--- config.mk ---
export PLATFORM = sky130hd
export DESIGN_NAME = free_list_flat
export DESIGN_NICKNAME = d
export VERILOG_FILES = /design/src/rtl/free_list_if.sv /design/src/rtl/free_list.sv /design/src/flat_wrapper.sv
export SDC_FILE = /design/constraint.sdc
export NUM_CORES = 1
export LEC_CHECK = 0
export ABC_AREA = 1
export CAP_MARGIN = 15
export CORE_ASPECT_RATIO = 1.1
export CORE_MARGIN = 2
export CORE_UTILIZATION = 50
export CTS_BUF_LIST = sky130_fd_sc_hd__clkbuf_8
export DETAILED_ROUTE_END_ITERATION = 10
export PLACE_DENSITY = 0.7
export SETUP_SLACK_MARGIN = 0.2
export SYNTH_ARGS = -nofsm -noshare
export SYNTH_HDL_FRONTEND = slang
export SYNTH_SLANG_ARGS = --single-unit
--- constraint.sdc ---
create_clock -name clk -period 5.9 [get_ports clk]
set_input_delay 1.18 -clock clk [delete_from_list [all_inputs] [get_ports clk]]
set_output_delay 1.18 -clock clk [all_outputs]
set_load 0.01 [all_outputs]
--- src/rtl/free_list_if.sv ---
// Free-list port bundle: rename-side allocation, commit-side release,
// flush restore and the architectural bitmap. The free list itself uses
// the slave modport; the rename/commit logic (or a bench) uses master.
interface free_list_if #(
  parameter int PHY_REG_NUM  = 64,
  parameter int DECODE_WIDTH = 2,
  parameter int COMMIT_WIDTH = 2
);
  localparam int P = $clog2(PHY_REG_NUM);

  logic                             alloc_valid_i;
  logic [DECODE_WIDTH-1:0]          alloc_req_i;
  logic                             alloc_ready_o;
  logic [DECODE_WIDTH-1:0][P-1:0]   preg_o;
  logic [COMMIT_WIDTH-1:0]          commit_valid_i;
  logic [COMMIT_WIDTH-1:0][P-1:0]   commit_pdest_i;
  logic [COMMIT_WIDTH-1:0]          commit_ppdst_valid_i;
  logic [COMMIT_WIDTH-1:0][P-1:0]   commit_ppdst_i;
  logic                             restore_i;
  logic [PHY_REG_NUM-1:0]           arch_valid_o;
  logic                             error_o;

  modport slave (
    input  alloc_valid_i, alloc_req_i,
    output alloc_ready_o, preg_o,
    input  commit_valid_i, commit_pdest_i, commit_ppdst_valid_i, commit_ppdst_i,
    input  restore_i,
    output arch_valid_o, error_o
  );

  modport master (
    output alloc_valid_i, alloc_req_i,
    input  alloc_ready_o, preg_o,
    output commit_valid_i, commit_pdest_i, commit_ppdst_valid_i, commit_ppdst_i,
    output restore_i,
    input  arch_valid_o, error_o
  );
endinterface

--- src/rtl/free_list.sv ---
// Physical register free list for a register-renaming front end.
// Free pregs live in a circular queue indexed by head (next to allocate),
// tail (next free slot to fill) and arch_head (head position as seen by
// committed instructions). Pointers carry a wrap bit so that count =
// tail - head distinguishes full from empty. A flush rolls head back to
// arch_head, returning all speculatively allocated pregs in their
// original order.
// Optional protocol checking is compiled in with `define FREE_LIST_CHECK_EN;
// without it error_o is tied low.
module free_list #(
  parameter int PHY_REG_NUM  = 64,
  parameter int DECODE_WIDTH = 2,
  parameter int COMMIT_WIDTH = 2
) (
  input  logic       clk,
  input  logic       rst_n,
  free_list_if.slave fl
);
  localparam int P  = $clog2(PHY_REG_NUM);
  localparam int PW = P + 1;

  logic [P-1:0]            queue_q [PHY_REG_NUM];
  logic [PW-1:0]           head_q, head_d;
  logic [PW-1:0]           tail_q, tail_d;
  logic [PW-1:0]           arch_head_q, arch_head_d;
  logic [PHY_REG_NUM-1:0]  arch_valid_q, arch_valid_d;
  logic [PW-1:0]           count;
  logic                    alloc_ready;
  logic                    alloc_fire;
  logic [PW-1:0]           alloc_ofs [DECODE_WIDTH+1];
  logic [PW-1:0]           free_ofs  [COMMIT_WIDTH+1];
  logic [PW-1:0]           commit_cnt;
  logic [COMMIT_WIDTH-1:0] free_en;

  // Number of set bits of v strictly below bit position n.
  function automatic logic [PW-1:0] ones_below(input logic [31:0] v, input int n);
    logic [PW-1:0] s;
    s = '0;
    for (int j = 0; j < 32; j++) begin
      if (j < n) s = s + PW'(v[j]);
    end
    return s;
  endfunction

  assign free_en    = fl.commit_valid_i & fl.commit_ppdst_valid_i;
  assign commit_cnt = ones_below(32'(fl.commit_valid_i), COMMIT_WIDTH);

  // Prefix counts compact the requesting lanes onto consecutive queue slots.
  for (genvar gi = 0; gi <= DECODE_WIDTH; gi++) begin : g_alloc_ofs
    assign alloc_ofs[gi] = ones_below(32'(fl.alloc_req_i), gi);
  end

  for (genvar gi = 0; gi <= COMMIT_WIDTH; gi++) begin : g_free_ofs
    assign free_ofs[gi] = ones_below(32'(free_en), gi);
  end

  // Allocation read is combinational so rename sees its pregs this cycle.
  for (genvar gi = 0; gi < DECODE_WIDTH; gi++) begin : g_preg
    assign fl.preg_o[gi] = queue_q[head_q[P-1:0] + alloc_ofs[gi][P-1:0]];
  end

  // Readiness depends only on registered pointers, never on this cycle's frees.
  assign count            = tail_q - head_q;
  assign alloc_ready      = (count >= PW'(DECODE_WIDTH));
  assign fl.alloc_ready_o = alloc_ready;
  assign alloc_fire       = fl.alloc_valid_i & alloc_ready & ~fl.restore_i;

  // Pointer next-state: restore overrides allocation and lands on the
  // post-commit architectural head.
  always_comb begin
    arch_head_d = arch_head_q + commit_cnt;
    tail_d      = tail_q + free_ofs[COMMIT_WIDTH];
    head_d      = head_q;
    if (fl.restore_i) begin
      head_d = arch_head_d;
    end else if (alloc_fire) begin
      head_d = head_q + alloc_ofs[DECODE_WIDTH];
    end
  end

  // Architectural bitmap: each committing lane in order drops its old
  // mapping then marks its new one, so a later lane can free an earlier
  // lane's pdest in the same cycle.
  always_comb begin
    arch_valid_d = arch_valid_q;
    for (int c = 0; c < COMMIT_WIDTH; c++) begin
      if (fl.commit_valid_i[c]) begin
        if (fl.commit_ppdst_valid_i[c]) arch_valid_d[fl.commit_ppdst_i[c]] = 1'b0;
        arch_valid_d[fl.commit_pdest_i[c]] = 1'b1;
      end
    end
  end

  assign fl.arch_valid_o = arch_valid_d;

  // Queue contents and pointers; reset refills the queue with every preg.
  always_ff @(posedge clk or negedge rst_n) begin
    if (!rst_n) begin
      for (int i = 0; i < PHY_REG_NUM; i++) queue_q[i] <= P'(i);
      head_q       <= '0;
      arch_head_q  <= '0;
      tail_q       <= PW'(PHY_REG_NUM);
      arch_valid_q <= '0;
    end else begin
      for (int c = 0; c < COMMIT_WIDTH; c++) begin
        if (free_en[c]) begin
          queue_q[tail_q[P-1:0] + free_ofs[c][P-1:0]] <= fl.commit_ppdst_i[c];
        end
      end
      head_q       <= head_d;
      tail_q       <= tail_d;
      arch_head_q  <= arch_head_d;
      arch_valid_q <= arch_valid_d;
    end
  end

`ifdef FREE_LIST_CHECK_EN
  logic          error_q, error_d;
  logic [PW-1:0] count_d, inflight_d;

  // Flag allocation without room, queue overflow, or commits outrunning allocation.
  always_comb begin
    count_d    = tail_d - head_d;
    inflight_d = head_d - arch_head_d;
    error_d    = error_q
               | (fl.alloc_valid_i & ~alloc_ready)
               | (count_d > PW'(PHY_REG_NUM))
               | (inflight_d > PW'(PHY_REG_NUM));
  end

  // Sticky error flag, cleared only by reset.
  always_ff @(posedge clk or negedge rst_n) begin
    if (!rst_n) error_q <= 1'b0;
    else        error_q <= error_d;
  end

  assign fl.error_o = error_q;
`else
  assign fl.error_o = 1'b0;
`endif

endmodule

--- src/flat_wrapper.sv ---
// flat-port wrapper written by rule: the top's interface ports become plain ports
module free_list_flat 
#(
  parameter int PHY_REG_NUM  = 64,
  parameter int DECODE_WIDTH = 2,
  parameter int COMMIT_WIDTH = 2
)
  (clk, rst_n, fl_alloc_valid_i, fl_alloc_req_i, fl_alloc_ready_o, fl_preg_o, fl_commit_valid_i, fl_commit_pdest_i, fl_commit_ppdst_valid_i, fl_commit_ppdst_i, fl_restore_i, fl_arch_valid_o, fl_error_o);
  free_list_if #(.PHY_REG_NUM(PHY_REG_NUM), .DECODE_WIDTH(DECODE_WIDTH), .COMMIT_WIDTH(COMMIT_WIDTH)) fl_i ();
  input  logic clk;
  input  logic rst_n;
  input wire logic [$bits(fl_i.alloc_valid_i)-1:0] fl_alloc_valid_i;
  input wire logic [$bits(fl_i.alloc_req_i)-1:0] fl_alloc_req_i;
  output wire logic [$bits(fl_i.alloc_ready_o)-1:0] fl_alloc_ready_o;
  output wire logic [$bits(fl_i.preg_o)-1:0] fl_preg_o;
  input wire logic [$bits(fl_i.commit_valid_i)-1:0] fl_commit_valid_i;
  input wire logic [$bits(fl_i.commit_pdest_i)-1:0] fl_commit_pdest_i;
  input wire logic [$bits(fl_i.commit_ppdst_valid_i)-1:0] fl_commit_ppdst_valid_i;
  input wire logic [$bits(fl_i.commit_ppdst_i)-1:0] fl_commit_ppdst_i;
  input wire logic [$bits(fl_i.restore_i)-1:0] fl_restore_i;
  output wire logic [$bits(fl_i.arch_valid_o)-1:0] fl_arch_valid_o;
  output wire logic [$bits(fl_i.error_o)-1:0] fl_error_o;
  assign fl_i.alloc_valid_i = fl_alloc_valid_i;
  assign fl_i.alloc_req_i = fl_alloc_req_i;
  assign fl_alloc_ready_o = fl_i.alloc_ready_o;
  assign fl_preg_o = fl_i.preg_o;
  assign fl_i.commit_valid_i = fl_commit_valid_i;
  assign fl_i.commit_pdest_i = fl_commit_pdest_i;
  assign fl_i.commit_ppdst_valid_i = fl_commit_ppdst_valid_i;
  assign fl_i.commit_ppdst_i = fl_commit_ppdst_i;
  assign fl_i.restore_i = fl_restore_i;
  assign fl_arch_valid_o = fl_i.arch_valid_o;
  assign fl_error_o = fl_i.error_o;
  free_list #(.PHY_REG_NUM(PHY_REG_NUM), .DECODE_WIDTH(DECODE_WIDTH), .COMMIT_WIDTH(COMMIT_WIDTH)) u_core (.clk(clk), .rst_n(rst_n), .fl(fl_i));
endmodule
==> impl_metrics.csv <==
group,metric,value,unit
clock_network,cts-root-buf,"clkbuf_8",
timing,fin_ws,363,ps
die,core_area,61200,µm²
yosys,netlist_area,31100,µm²
setup_path,reg2regPathDepth,7,
setup_path,startpoint_type,"input port",
yosys,ys_types,38,
die,die_width,242,µm
final_layout,syn2layout_area_growth,10.2,%
detailed_routing,drc,0,
timing,setup_tns,0,ps
setup_path,cp-startpoint,"fl_alloc_req_i[0]",
global_routing,grt_use_total,36.6,%
detailed_routing,vias,32700,
setup_path,crit_end,"fl_preg_o[6]",
clock_network,tritoncts,"done",
detailed_routing,ant_nets,0,
die,start_util,50.7,%
detailed_routing,detail_route.vias_per_cell,6.10,
hold_path,hp-class,"register to register",
clock_network,cts_made_buffers,85,
placed_design,port_buffers,110,
detailed_routing,drtPass1Iterations,8,
setup_path,rr_endpoint,"u_core.queue_q[311]",
timing,slew_headroom,7.71,%
clock_network,clk_latency,720,ps
yosys,synth_area_leaders,"dfrtp_1 22%, dfstp_2 16%, nand2_1 15%",
yosys,avgSynthCellArea,6.82,µm²
setup_path,cp.required,4720,ps
global_routing,grt_max_degree,252,
setup_path,path_class,"input port to primary output",
setup_path,cp-end-kind,"primary output",
pwr,p_leak,13.6,nW
clock_network,htree_levels,3,
pwr,ir_drop,0.000422,V
yosys,ys_warn_count,0,
placed_design,pre_cts_ws,468,ps
global_routing,grt_pass1_wl,181000,µm
timing,drv_slew,0,
die,ios,112,
die,placementRows,95,
clock_network,ctsResizeCount,0,
yosys,ys_seq_elements,469,
final_layout,fill_cells,5951,
timing,post-route-min-period,5540,ps
placed_design,place_congestion,0.989,
timing,hold_viol,0,
yosys,synth_top_cell_by_area,"dfrtp_1",
global_routing,antenna_found_initial,2,
yosys,synthCells,4557,
final_layout,drive_above_1_share,10.1,%
timing,rsz0062_at_grt,"false",
yosys,synth-seq-area-share,38.6,%
clock_network,clock_path_buffers,3,
timing,final.setup_skew,53.4,ps
clock_network,cts_setup_buffers,0,
placed_design,detailed_place_hpwl,75400,µm
detailed_routing,totalWireLength,120000,µm
detailed_routing,routedWlPerCell,22.4,µm
outcome,status,"finished, final reports clean",
global_routing,first_global_vias,29100,
global_routing,overflow,0,
setup_path,r2r-start,"u_core.tail_q[2]",
detailed_routing,drt_iter0_markers,4432,
setup_path,crit_fanout,71,
die,die_area,64100,µm²
timing,finalSetupViolCount,0,
job,maxCapViolCount,0,
timing,fmax,181,MHz
die,die_h,265,µm
timing,finalCritPeriodShare,93.9,%
pwr,powerDensity,575,nW/µm²
clock_network,cts.sinks,469,
yosys,yosys.area.top_type_share,22.2,%
setup_path,rrSetupSlack,2280,ps
yosys,synth_nets,4614,
clock_network,holdBufCountCts,0,
timing,tightest_slew,1370,ps
final_layout,final_net_count,4516,
clock_network,cts.clk_slew.worst_paths,60,ps
setup_path,worstPathArrival,4360,ps
[synthesized netlist by cell type, drive strengths merged]
library cell and n:
o21ai 1293, nand4 21, xnor2 5, buf 138
inv 286, conb 1, fa 4, ha 19
o22ai 5, dfstp 193, xor2 19, o211ai 150
nand3 325, a21boi 1, nor3 35, clkbuf 244
nand3b 1, nand2 1236, or2 5, nor4 6
nor2 91, a21oi 196, clkinv 7, dfrtp 276
[layout by cell type (no fill, tap or decap), types with 2 or more instances in the layout]
master,n
a21oi_1,196
buf_12,13
buf_4,74
bufinv_16,2
clkbuf_8,108
clkdlybuf4s50_1,109
clkinv_1,8
clkinv_2,6
clkinvlp_4,2
dfrtp_1,274
dfrtp_4,2
dfstp_2,193
fa_1,4
ha_1,17
ha_4,2
inv_1,307
inv_2,16
inv_6,2
nand2_1,1230
nand2_2,6
nand3_1,324
nand4_1,21
nor2_1,81
nor2_2,3
nor2_4,7
nor3_1,29
nor3_2,4
nor3_4,2
nor4_4,6
o211ai_1,150
o21ai_0,884
o21ai_1,409
o22ai_1,5
or2_2,4
xnor2_1,5
xor2_1,15
xor2_2,2
xor2_4,2
[worst min-delay path by stage]
| stage | cells after the start | endpoint | from |
|---|---|---|---|
| 2_1_floorplan | 1 | u_core.arch_head_q[6] | u_core.arch_head_q[6] |
| 3_3_place_gp | 1 | u_core.arch_head_q[6] | u_core.arch_head_q[6] |
| 3_5_place_dp | 1 | u_core.arch_head_q[6] | u_core.arch_head_q[6] |
| 4_1_cts | 1 | u_core.arch_head_q[6] | u_core.arch_head_q[6] |
| 5_1_grt | 1 | u_core.arch_head_q[6] | u_core.arch_head_q[6] |
| 6_report | 1 | u_core.arch_head_q[6] | u_core.arch_head_q[6] |
[per-layer routing]
| layer | vias to the layer above | part of all wire (%) | track usage, % | wire [µm] |
|---|---|---|---|---|
| met4 | 2 | 4.9 | 16.9 | 5880 |
| met3 | 375 | 12 | 8.67 | 14800 |
| met1 | 15000 | 39 | 49.3 | 47400 |
| li1 | 15200 | - | - | - |
| met5 | - | 0.011 | 0 | 13 |
| met2 | 2014 | 43 | 55.9 | 52100 |
[cells by family after synthesis]
family,Yosys count,share of synthesized area (%)
adder cells (fa/ha/maj),23,1.02
AO/OA/AOI/OAI,1645,27.7
other,1,0.0121
AND/OR/NAND/NOR,1720,23.2
flip-flops,469,38.6
buffers and inverters,675,8.73
XOR/XNOR,24,0.761
[flip-flops by register name, summed over array words and instances (netlist names)]
register and flops:
u_core.queue_q 384, u_core.head_q 7, u_core.arch_valid_q 64, u_core.arch_head_q 7
u_core.tail_q 7
[through the flow]
step           std cells  total power [W]  utilization, %  instance area, µm²  hold slack, ps
5_1_grt             5355           0.0210            55.9               34200             533
3_5_place_dp        5196           0.0161            53.0               32500             489
3_3_place_gp        5196           0.0160            53.0               32500             461
6_report            5355           0.0197            55.9               34200             493
2_1_floorplan       4557           0.0125               -               31100             444
4_1_cts             5354           0.0193            55.9               34200             500
[report_power, final]
part / switching, W / total (W) / internal (W)
logic: 0.00672 / 0.0104 / 0.00372
clock network: 0.00148 / 0.00321 / 0.00173
registers: 0.00115 / 0.00602 / 0.00487
[layout make-up]
type	count	area [µm²]	area share, %
diodes	1	2.50	0.00731
clock buffers	108	1490	4.34
clock inverters	50	264	0.771
inverters	293	1100	3.22
multi-input cells	3413	16400	48.0
flip-flops and latches	469	12000	35.0
well taps	824	1030	3.01
repair buffers	197	1920	5.62
[critical path, stage by stage]
cell	delay (ps)
clkdlybuf4s50_1	560
ha_4	260
ha_4	440
buf_12	350
o21ai_0	150
o211ai_1	190
nand3_1	110
nand3_1	200
nand3_1	160
nand2_1	160
clkdlybuf4s50_1	560
Power figures use the tool's default switching activity.
